[config.mk]
export PLATFORM = sky130hd
export DESIGN_NAME = fp8_mul_arbiter
export DESIGN_NICKNAME = d
export VERILOG_FILES = /design/src/rtl/fp8_pkg.sv /design/src/rtl/fp8_mul_arbiter_mul.sv /design/src/rtl/fp8_mul_arbiter.sv
export SDC_FILE = /design/constraint.sdc
export NUM_CORES = 1
export LEC_CHECK = 0
export CORE_MARGIN = 3
export CORE_UTILIZATION = 48
export DETAILED_ROUTE_END_ITERATION = 7
export PLACE_DENSITY = 0.84
export SLEW_MARGIN = 20
export SYNTH_ARGS = -nofsm -noshare
export SYNTH_HDL_FRONTEND = slang
export SYNTH_SLANG_ARGS = --single-unit
[constraint.sdc]
create_clock -name clk -period 7.7 [get_ports clk]
set_input_delay 0.77 -clock clk [delete_from_list [all_inputs] [get_ports clk]]
set_output_delay 0.77 -clock clk [all_outputs]
set_load 0.02 [all_outputs]
[src/rtl/fp8_pkg.sv]
// Shared fp8 (1-4-3, bias 7) definitions for the multiplier arbiter and its datapath.
package fp8_pkg;

    localparam int FP8_W    = 8;
    localparam int EXP_W    = 4;
    localparam int MANT_W   = 3;
    localparam int EXP_BIAS = 7;

    localparam logic [FP8_W-1:0] FP8_NAN = 8'h80;
    localparam logic [FP8_W-1:0] FP8_ONE = 8'h38;

    // Widest tag the stage-1 record carries; the arbiter's TAG_W must not exceed it.
    localparam int FP8_TAG_W = 4;

    typedef struct packed {
        logic [FP8_W-1:0]     a;
        logic [FP8_W-1:0]     b;
        logic                 src;
        logic [FP8_TAG_W-1:0] tag;
    } s1_req_t;

    function automatic logic fp8_is_nan(input logic [FP8_W-1:0] v);
        return (v == FP8_NAN);
    endfunction

endpackage

[src/rtl/fp8_mul_arbiter_mul.sv]
// Combinational fp8 multiplier: NaN propagates, zero exponent and underflow give +0,
// overflow saturates to +/-max, mantissa rounds to nearest even.
module fp8_mul_arbiter_mul
    import fp8_pkg::*;
(
    input  logic [FP8_W-1:0] a_i,
    input  logic [FP8_W-1:0] b_i,
    output logic [FP8_W-1:0] p_o
);

    logic              sign_s;
    logic [7:0]        mant_prod_s;
    logic              norm_s;
    logic [MANT_W-1:0] keep_s;
    logic              guard_s;
    logic              sticky_s;
    logic              lsb_s;
    logic              round_up_s;
    logic [MANT_W:0]   mant_rnd_s;
    logic [5:0]        exp_raw_s;
    logic [5:0]        exp_unb_s;

    // Multiply significands, normalise, round, then classify special cases.
    always_comb begin
        sign_s      = a_i[7] ^ b_i[7];
        mant_prod_s = {5'b00001, a_i[MANT_W-1:0]} * {5'b00001, b_i[MANT_W-1:0]};
        norm_s      = mant_prod_s[7];
        if (norm_s) begin
            keep_s   = mant_prod_s[6:4];
            guard_s  = mant_prod_s[3];
            sticky_s = |mant_prod_s[2:0];
            lsb_s    = mant_prod_s[4];
        end else begin
            keep_s   = mant_prod_s[5:3];
            guard_s  = mant_prod_s[2];
            sticky_s = |mant_prod_s[1:0];
            lsb_s    = mant_prod_s[3];
        end
        round_up_s = guard_s & (sticky_s | lsb_s);
        mant_rnd_s = {1'b0, keep_s} + {3'b000, round_up_s};
        // A rounding carry out of the mantissa bumps the exponent and leaves mantissa zero.
        exp_raw_s  = {2'b00, a_i[6:3]} + {2'b00, b_i[6:3]} + {5'b00000, norm_s}
                   + {5'b00000, mant_rnd_s[MANT_W]};
        exp_unb_s  = exp_raw_s - 6'(EXP_BIAS);

        if (fp8_is_nan(a_i) || fp8_is_nan(b_i)) begin
            p_o = FP8_NAN;
        end else if ((a_i[6:3] == 4'd0) || (b_i[6:3] == 4'd0)) begin
            p_o = 8'h00;
        end else if (exp_raw_s <= 6'(EXP_BIAS)) begin
            p_o = 8'h00;
        end else if (exp_unb_s[5:4] != 2'b00) begin
            p_o = {sign_s, 7'h7F};
        end else begin
            p_o = {sign_s, exp_unb_s[3:0], mant_rnd_s[MANT_W-1:0]};
        end
    end

endmodule

[src/rtl/fp8_mul_arbiter.sv]
// Round-robin arbiter feeding one shared fp8 multiplier through a two-stage
// (operand, result) valid/ready pipeline with a tagged response port.
module fp8_mul_arbiter
    import fp8_pkg::*;
#(
    parameter int TAG_W = 4,
    parameter int CNT_W = 16
) (
    input  logic             clk,
    input  logic             rst_n,
    input  logic             req0_valid,
    output logic             req0_ready,
    input  logic [7:0]       req0_a,
    input  logic [7:0]       req0_b,
    input  logic [TAG_W-1:0] req0_tag,
    input  logic             req1_valid,
    output logic             req1_ready,
    input  logic [7:0]       req1_a,
    input  logic [7:0]       req1_b,
    input  logic [TAG_W-1:0] req1_tag,
    output logic             rsp_valid,
    input  logic             rsp_ready,
    output logic [7:0]       rsp_data,
    output logic             rsp_src,
    output logic [TAG_W-1:0] rsp_tag,
    output logic [CNT_W-1:0] op_count,
    output logic             busy
);

    logic             adv1_s;
    logic             adv2_s;
    logic             grant0_s;
    logic             grant1_s;
    logic [7:0]       mul_p_s;

    s1_req_t          s1_d,        s1_q;
    logic             s1_valid_d,  s1_valid_q;
    logic             s2_valid_d,  s2_valid_q;
    logic [7:0]       s2_data_d,   s2_data_q;
    logic             s2_src_d,    s2_src_q;
    logic [TAG_W-1:0] s2_tag_d,    s2_tag_q;
    logic             rr_last_d,   rr_last_q;
    logic [CNT_W-1:0] op_count_d,  op_count_q;
    logic             busy_d,      busy_q;

    fp8_mul_arbiter_mul u_mul (
        .a_i (s1_q.a),
        .b_i (s1_q.b),
        .p_o (mul_p_s)
    );

    // Arbitration, stage advance and next-state computation.
    always_comb begin
        adv2_s   = !s2_valid_q || rsp_ready;
        adv1_s   = !s1_valid_q || adv2_s;
        // rr_last = 1 means requester 1 won last, so requester 0 wins a tie.
        grant0_s = req0_valid && (!req1_valid || rr_last_q);
        grant1_s = req1_valid && !grant0_s;

        req0_ready = grant0_s && adv1_s;
        req1_ready = grant1_s && adv1_s;

        s1_d       = s1_q;
        s1_valid_d = s1_valid_q;
        s2_valid_d = s2_valid_q;
        s2_data_d  = s2_data_q;
        s2_src_d   = s2_src_q;
        s2_tag_d   = s2_tag_q;
        rr_last_d  = rr_last_q;
        op_count_d = op_count_q;

        if (adv1_s) begin
            s1_valid_d = grant0_s || grant1_s;
            if (grant1_s) begin
                s1_d.a   = req1_a;
                s1_d.b   = req1_b;
                s1_d.src = 1'b1;
                s1_d.tag = FP8_TAG_W'(req1_tag);
            end else if (grant0_s) begin
                s1_d.a   = req0_a;
                s1_d.b   = req0_b;
                s1_d.src = 1'b0;
                s1_d.tag = FP8_TAG_W'(req0_tag);
            end else begin
                s1_d = s1_q;
            end
        end else begin
            s1_valid_d = s1_valid_q;
        end

        if (adv1_s && (grant0_s || grant1_s)) begin
            rr_last_d = grant1_s;
        end else begin
            rr_last_d = rr_last_q;
        end

        // Result fields only reload from a valid S1 so an idle response keeps its last value.
        if (adv2_s) begin
            s2_valid_d = s1_valid_q;
            if (s1_valid_q) begin
                s2_data_d = mul_p_s;
                s2_src_d  = s1_q.src;
                s2_tag_d  = s1_q.tag[TAG_W-1:0];
            end else begin
                s2_data_d = s2_data_q;
            end
        end else begin
            s2_valid_d = s2_valid_q;
        end

        if (s2_valid_q && rsp_ready) begin
            op_count_d = op_count_q + CNT_W'(1);
        end else begin
            op_count_d = op_count_q;
        end

        busy_d = s1_valid_d || s2_valid_d;
    end

    // Pipeline, arbitration and counter state with synchronous active-low reset.
    always_ff @(posedge clk) begin
        if (!rst_n) begin
            s1_q       <= '0;
            s1_valid_q <= 1'b0;
            s2_valid_q <= 1'b0;
            s2_data_q  <= 8'h00;
            s2_src_q   <= 1'b0;
            s2_tag_q   <= '0;
            rr_last_q  <= 1'b1;
            op_count_q <= '0;
            busy_q     <= 1'b0;
        end else begin
            s1_q       <= s1_d;
            s1_valid_q <= s1_valid_d;
            s2_valid_q <= s2_valid_d;
            s2_data_q  <= s2_data_d;
            s2_src_q   <= s2_src_d;
            s2_tag_q   <= s2_tag_d;
            rr_last_q  <= rr_last_d;
            op_count_q <= op_count_d;
            busy_q     <= busy_d;
        end
    end

    assign rsp_valid = s2_valid_q;
    assign rsp_data  = s2_data_q;
    assign rsp_src   = s2_src_q;
    assign rsp_tag   = s2_tag_q;
    assign op_count  = op_count_q;
    assign busy      = busy_q;

endmodule
==> impl_metrics.tcl, run 1 <==
set metrics [dict create \
    outcome "complete, no violations" \
    fin_setup_tns_ns 0 \
    synth_compound_area_share_pct 18.2 \
    setup_slack_ns 2.29 \
    muxShareOfSynthArea_pct 7.27 \
    crit_required_ns 7.95 \
    synth_ff_type "dfxtp_1" \
    cts_resized 0 \
    wl_um 7300 \
    critPathSlowestCell "fa_1" \
    hold_class "register to register" \
    powerDensity_nw_per_um2 164 \
    synth_xor_area_share_pct 6.52 \
    ant_nets 0 \
    h-tree-depth 2 \
    critical_path.max_stage_delay_ns 0.46 \
    synthAdderAreaFrac_pct 11.4 \
    slew_violations 0 \
    drive_gt1_share_pct 5.42 \
    path_buf_inv 2 \
    diodes 0 \
    grt_pass1_wl_um 12200 \
    crit_fanout 7 \
    tightest_slew_ns 0.603 \
    skew_ns 0.00897 \
    cts_setup_buffers 0 \
    die_y_um 89.2 \
    grt_max_degree 55 \
    setup_viol 0 \
    clkSlewWorstSetupHoldPaths_ns 0.10 \
    slew_headroom_pct 59.7 \
    cts_sinks 54 \
    place_hpwl_um 5700 \
    via_per_inst 5.50 \
    yosys.area_share.simple_pct 20.1 \
    cts-hold-fix-buffers 0 \
    crit_top_cell "ha_1" \
    cp-start-kind "register" \
    dp_slack_ns 2.31 \
    path_cells "ha_1 > fa_1 > fa_1 > ha_1 > a21o_1 > a31o_2 > a21oi_1 > xnor2_2 > inv_1 > nand2_1 > a21boi_0 > nand4bb_1 > fa_1 > inv_1 > ha_1 > ha_1 > a211oi_1 > mux2i_1 > a2bb2oi_2 > nor4_1 > o21ai_0" \
    ir_worst_vdd_mv 0.0943 \
    port_buffers 77 \
    synth_nets 443 \
    synthDistinctLibCells 51 \
    yosysWarnings 0 \
    cts_root_buf "clkbuf_8" \
    grtUsageTotal_pct 19.4 \
    place.gp.congestion 0.908 \
    wl_per_cell_um 14.0 \
    first_pass_iters 4 \
    rows 29 \
    antenna_found_initial 0 \
    finalCritPeriodShare_pct 70.3 \
    nNetsFinal 513 \
    die_w_um 89.2 \
    regArea_um2 1080 \
    grt-ovfl-total 0 \
    leakagePower_uw 0.00187 \
    clkLatencyLatePin_ns 0.32 \
    ys_seq_elements 54 \
    cts_tree "yes" \
    crit_family "adder cells" \
    layout_min_cycle_time_ns 5.41 \
    maxCapViolations 0 \
    start_util_pct 50.8 \
    rsz0062_at_grt "false" \
    worstSetupPathType "register to register" \
    fill_cells 537 \
    synth_top_family_by_area "simple AND/OR/NAND/NOR gates" \
    dp_cells 512 \
    worst_setup_path_end_kind "register" \
    first_global_vias 2711 \
    vias 2861 \
    hold_viol 0 \
    synth_edf_count 0 \
    die-area_um2 7950 \
    netlist_instances 372 \
    cts_buffer_depth 2 \
    syn2layout_area_growth_pct 28.0 \
    drc 0 \
    finalNonFillerCells 520 \
    multi_input_area_um2 2110 \
    synth_area_um2 3320 \
    ys_seq_area_share_pct 32.6 \
    drt-initial-drc-count 133 \
    fp.coreArea_um2 6530 \
    finalPower_uw 697 \
    numCtsBuffers 5 \
    avgSynthCellArea_um2 8.93 \
    arrival_ns 5.66 \
    synth_async_sr_flop_share_pct 0 \
    ioPinCount 78 \
    fmax_mhz 185 \
]
[sequential cells by signal, summed over array words and instances, names as in the netlist]
register,flops
rr_last_q,1
rsp_valid,1
s1_valid_q,1
op_count,16
rsp_src,1
busy,1
rsp_tag,4
rsp_data,8
s1_q,21
[area by class of cell]
type,instances,share of cell area (%)
Multi-Input combinational cell,283,49.7
Sequential cell,54,25.4
Timing Repair Buffer,80,18.7
Tap cell,77,2.27
Clock buffer,6,1.94
Inverter,18,1.59
Clock inverter,2,0.383
[stage by stage]
stage	instance area [um2]	hold slack [ns]	util [%]
finish	4250	0.467	65.1
global placement	4150	0.438	63.6
detailed placement	4150	0.454	63.6
global route	4250	0.504	65.1
floorplan	3320	0.441	-
CTS	4250	0.468	65.1
[layout by cell type, fill, tap and decap left out, types with 10 or more instances in the layout]
master / instances
o21ai_0: 15
dfxtp_1: 54
nand3_1: 10
and2_1: 21
o211a_1: 20
ha_1: 19
nor2_1: 10
a21boi_0: 13
mux2i_1: 23
xnor2_1: 16
clkdlybuf4s50_1: 77
a21oi_1: 11
inv_1: 18
nand2_1: 53
[worst min-delay path, cell delays in order (launching register included)]
cell     delay, ns
dfxtp_1       0.33
nand3_1       0.06
nand2_1       0.04
[final timing paths]
check | slack [ns] | cells after the start | from | endpoint
hold reg to reg | 0.47 | 2 | rsp_data[1]$_SDFFE_PN0P_ | rsp_data[1]$_SDFFE_PN0P_
setup reg to reg | 2.29 | 21 | s1_q[7]$_SDFFE_PN0P_ | rsp_data[0]$_SDFFE_PN0P_
hold / removal | 0.47 | 2 | rsp_data[1]$_SDFFE_PN0P_ | rsp_data[1]$_SDFFE_PN0P_
setup / recovery | 2.29 | 21 | s1_q[7]$_SDFFE_PN0P_ | rsp_data[0]$_SDFFE_PN0P_
[cells by family (layout without fill, tap and decap cells)]
group / Yosys count / after routing
flip-flops: 54 / 54
multiplexers: 24 / 24
XOR/XNOR: 23 / 23
AO/OA/AOI/OAI: 79 / 79
AND/OR/NAND/NOR: 131 / 131
buffers and inverters: 35 / 106
adder cells (fa/ha/maj): 26 / 26
[power breakdown]
part           total [uW]  internal, uW  leakage (uW)  switching (uW)
clock                 171          74.2     0.0000478            97.1
sequential            313           297      0.000443            16.1
combinational         213           106       0.00138             108
[metal layers]
layer | routed length (um) | up-vias | global-route usage (%)
met5 | 0 | - | 0
met4 | 93 | 0 | 5.14
met3 | 356 | 8 | 4.88
met2 | 3730 | 78 | 34.9
met1 | 3130 | 1331 | 22.9
li1 | - | 1444 | -
[synth_stat cells (all sizes together), types with 5 or more instances]
cell    number  share of area, %
ha          19               7.2
mux2i       23               6.9
and3         5              0.94
a21oi       12               1.8
nor2b        6               1.1
nand2       53               6.0
clkbuf      14               1.6
and2        21               4.0
xor2         5               1.3
o211a       20               6.0
o21ai       17               2.6
nor2        11               1.3
fa           7               4.2
dfxtp       54                33
a21boi      14               3.2
nand3       11               1.8
xnor2       18               5.2
inv         18               2.0
No activity file was read; power rests on OpenSTA's default activity.
==> inputs of run 2 (changes only) <==
==> constraint.sdc (replaced) <==
create_clock -name clk -period 5.5 [get_ports clk]
set_input_delay 0.55 -clock clk [delete_from_list [all_inputs] [get_ports clk]]
set_output_delay 0.55 -clock clk [all_outputs]
set_load 0.02 [all_outputs]
==> impl_metrics.tcl, run 2 (synthesis gave the netlist of run 1 again) <==
set metrics [dict create \
    outcome "complete, no violations" \
    finalNonFillerCells 521 \
    fin_setup_tns_ns 0 \
    ant_nets 0 \
    path_depth 19 \
    skew_ns 0.0105 \
    grt_pass1_wl_um 12100 \
    path_cells "and2_1 > fa_1 > fa_1 > inv_1 > fa_1 > nor2b_1 > o21ai_1 > xnor2_1 > a221o_1 > a21oi_1 > nand4bb_1 > fa_1 > inv_1 > nand3_2 > or4b_4 > o211ai_2 > nor2_1 > nor4_1 > nor2_1" \
    clkLatencyLatePin_ns 0.31 \
    start_util_pct 50.8 \
    grt-busiest-layer "met2" \
    nNetsFinal 514 \
    place_hpwl_um 5570 \
    wl_um 7220 \
    rsz0062_at_grt "false" \
    hold_class "register to register" \
    hold_end "rsp_data[5]$_SDFFE_PN0P_" \
    layout_min_cycle_time_ns 5.23 \
    cts-hold-fix-buffers 0 \
    layout_common_cells "77 x clkdlybuf4s50_1, 53 x nand2_1, 51 x dfxtp_1" \
    via_per_inst 5.50 \
    combPwrFrac_pct 29.7 \
    seqPwrFrac_pct 42.8 \
    vias 2867 \
    slew_headroom_pct 58.1 \
    cts_buffer_depth 2 \
    cp-start-kind "register" \
    largest_register "s1_q" \
    worst-r2r-setup-slack_ns 0.27 \
    largest_reg_flops 21 \
    critPathSlowestCell "or4b_4" \
    port_buffers 77 \
    grt_max_degree 55 \
    min_delay_path_depth 2 \
    clkSlewWorstSetupHoldPaths_ns 0.10 \
    cts_root_buf "clkbuf_8" \
    critical_path.max_stage_delay_ns 0.56 \
    worst_setup_path_end_kind "register" \
    grtUsageMet1_pct 22.6 \
    die-area_um2 7950 \
    slew_violations 0 \
    die_w_um 89.2 \
    p_clk_share_pct 27.4 \
    crit_top_cell "fa_1" \
    drive_gt1_share_pct 6.98 \
    path_buf_inv 2 \
    first_global_vias 2740 \
    internal_power_uw 716 \
    leakagePower_uw 0.00188 \
    finalCritPeriodShare_pct 95.2 \
    worstSetupPathType "register to register" \
    drc 0 \
    syn2layout_area_growth_pct 29.2 \
    reg2reg_depth 19 \
    p_switching_uw 305 \
    hold_viol 0 \
    fmax_mhz 191 \
    dp_cells 513 \
    final_common_cell "clkdlybuf4s50_1" \
    wl_per_cell_um 13.9 \
    grt-ovfl-total 0 \
    maxCapViolations 0 \
    place.gp.congestion 0.917 \
    crit_required_ns 5.70 \
    cts_setup_buffers 0 \
    fp.coreArea_um2 6530 \
    setup_viol 0 \
    ir_worst_vdd_mv 0.164 \
    rows 29 \
    arrival_ns 5.43 \
    cts_sinks 54 \
    met3_usage_pct 3.23 \
    drt-initial-drc-count 90 \
    grt.met2_usage_pct 34.4 \
    crit_fanout 7 \
    numCtsBuffers 5 \
    diodes 0 \
    ioPinCount 78 \
    cts_tree "yes" \
    powerDensity_nw_per_um2 238 \
    crit_family "adder cells" \
    first_pass_iters 4 \
    grtUsageTotal_pct 18.8 \
    swShare_pct 29.9 \
    h-tree-depth 2 \
    cts_resized 0 \
    die_y_um 89.2 \
    hold_path.startpoint "rsp_data[5]$_SDFFE_PN0P_" \
    timing.rr.start "s1_q[7]$_SDFFE_PN0P_" \
    timing.rr.end "rsp_data[7]$_SDFFE_PN0P_" \
    stdcell_area_um2 4290 \
    place_area_um2 4160 \
    tightest_slew_ns 0.628 \
    antenna_found_initial 0 \
]
## run 2: per-layer routing
| layer | vias to the layer above | part of all wire (%) |
|---|---|---|
| li1 | 1450 | - |
| met1 | 1332 | 43 |
| met2 | 74 | 50 |
| met3 | 11 | 5.3 |
| met4 | 0 | 1.5 |
| met5 | - | 0 |
## run 2: final cells by class
cell class                      instances  area, um2
Timing Repair Buffer                   81        801
Tap cell                               77       96.3
Fill cell                             557       2240
Clock inverter                          2       38.8
Sequential cell                        54       1080
Inverter                               18       67.6
Multi-Input combinational cell        283       2120
Clock buffer                            6       82.6
## run 2: tightest hold or removal path, delay by kind of cell, from the launching register on
family / cells / cell delay [ns]
and+or+nand+nor: 2 / 0.10
DFF: 1 / 0.32
## run 2: worst max path at each step
stage                          from                  endpoint  slack, ns
6_report       s1_q[7]$_SDFFE_PN0P_  rsp_data[7]$_SDFFE_PN0P_       0.27
5_1_grt        s1_q[7]$_SDFFE_PN0P_  rsp_data[0]$_SDFFE_PN0P_      0.001
4_1_cts        s1_q[7]$_SDFFE_PN0P_  rsp_data[0]$_SDFFE_PN0P_       0.12
3_5_place_dp   s1_q[7]$_SDFFE_PN0P_  rsp_data[0]$_SDFFE_PN0P_       0.16
3_3_place_gp   s1_q[7]$_SDFFE_PN0P_  rsp_data[7]$_SDFFE_PN0P_       0.36
2_1_floorplan  s1_q[7]$_SDFFE_PN0P_  rsp_data[6]$_SDFFE_PN0P_       0.69
## run 2: metrics by stage
stage / utilization [%] / hold WS [ns] / setup WS (ns) / total power, uW
after global routing: 65.7 / 0.501 / 0.00101 / 1070
after global placement: 63.7 / 0.437 / 0.356 / 733
after detailed placement: 63.7 / 0.453 / 0.161 / 746
after CTS: 65.5 / 0.467 / 0.124 / 1020
after floorplan: - / 0.441 / 0.686 / 646
final: 65.7 / 0.459 / 0.266 / 1020
## run 2: power by group through the flow
stage	Sequential, uW	Combinational [uW]	Clock (uW)
after floorplan	451	196	0
final	437	303	280
after detailed placement	446	300	0
after global routing	441	336	298
after global placement	444	289	0
after CTS	437	302	283
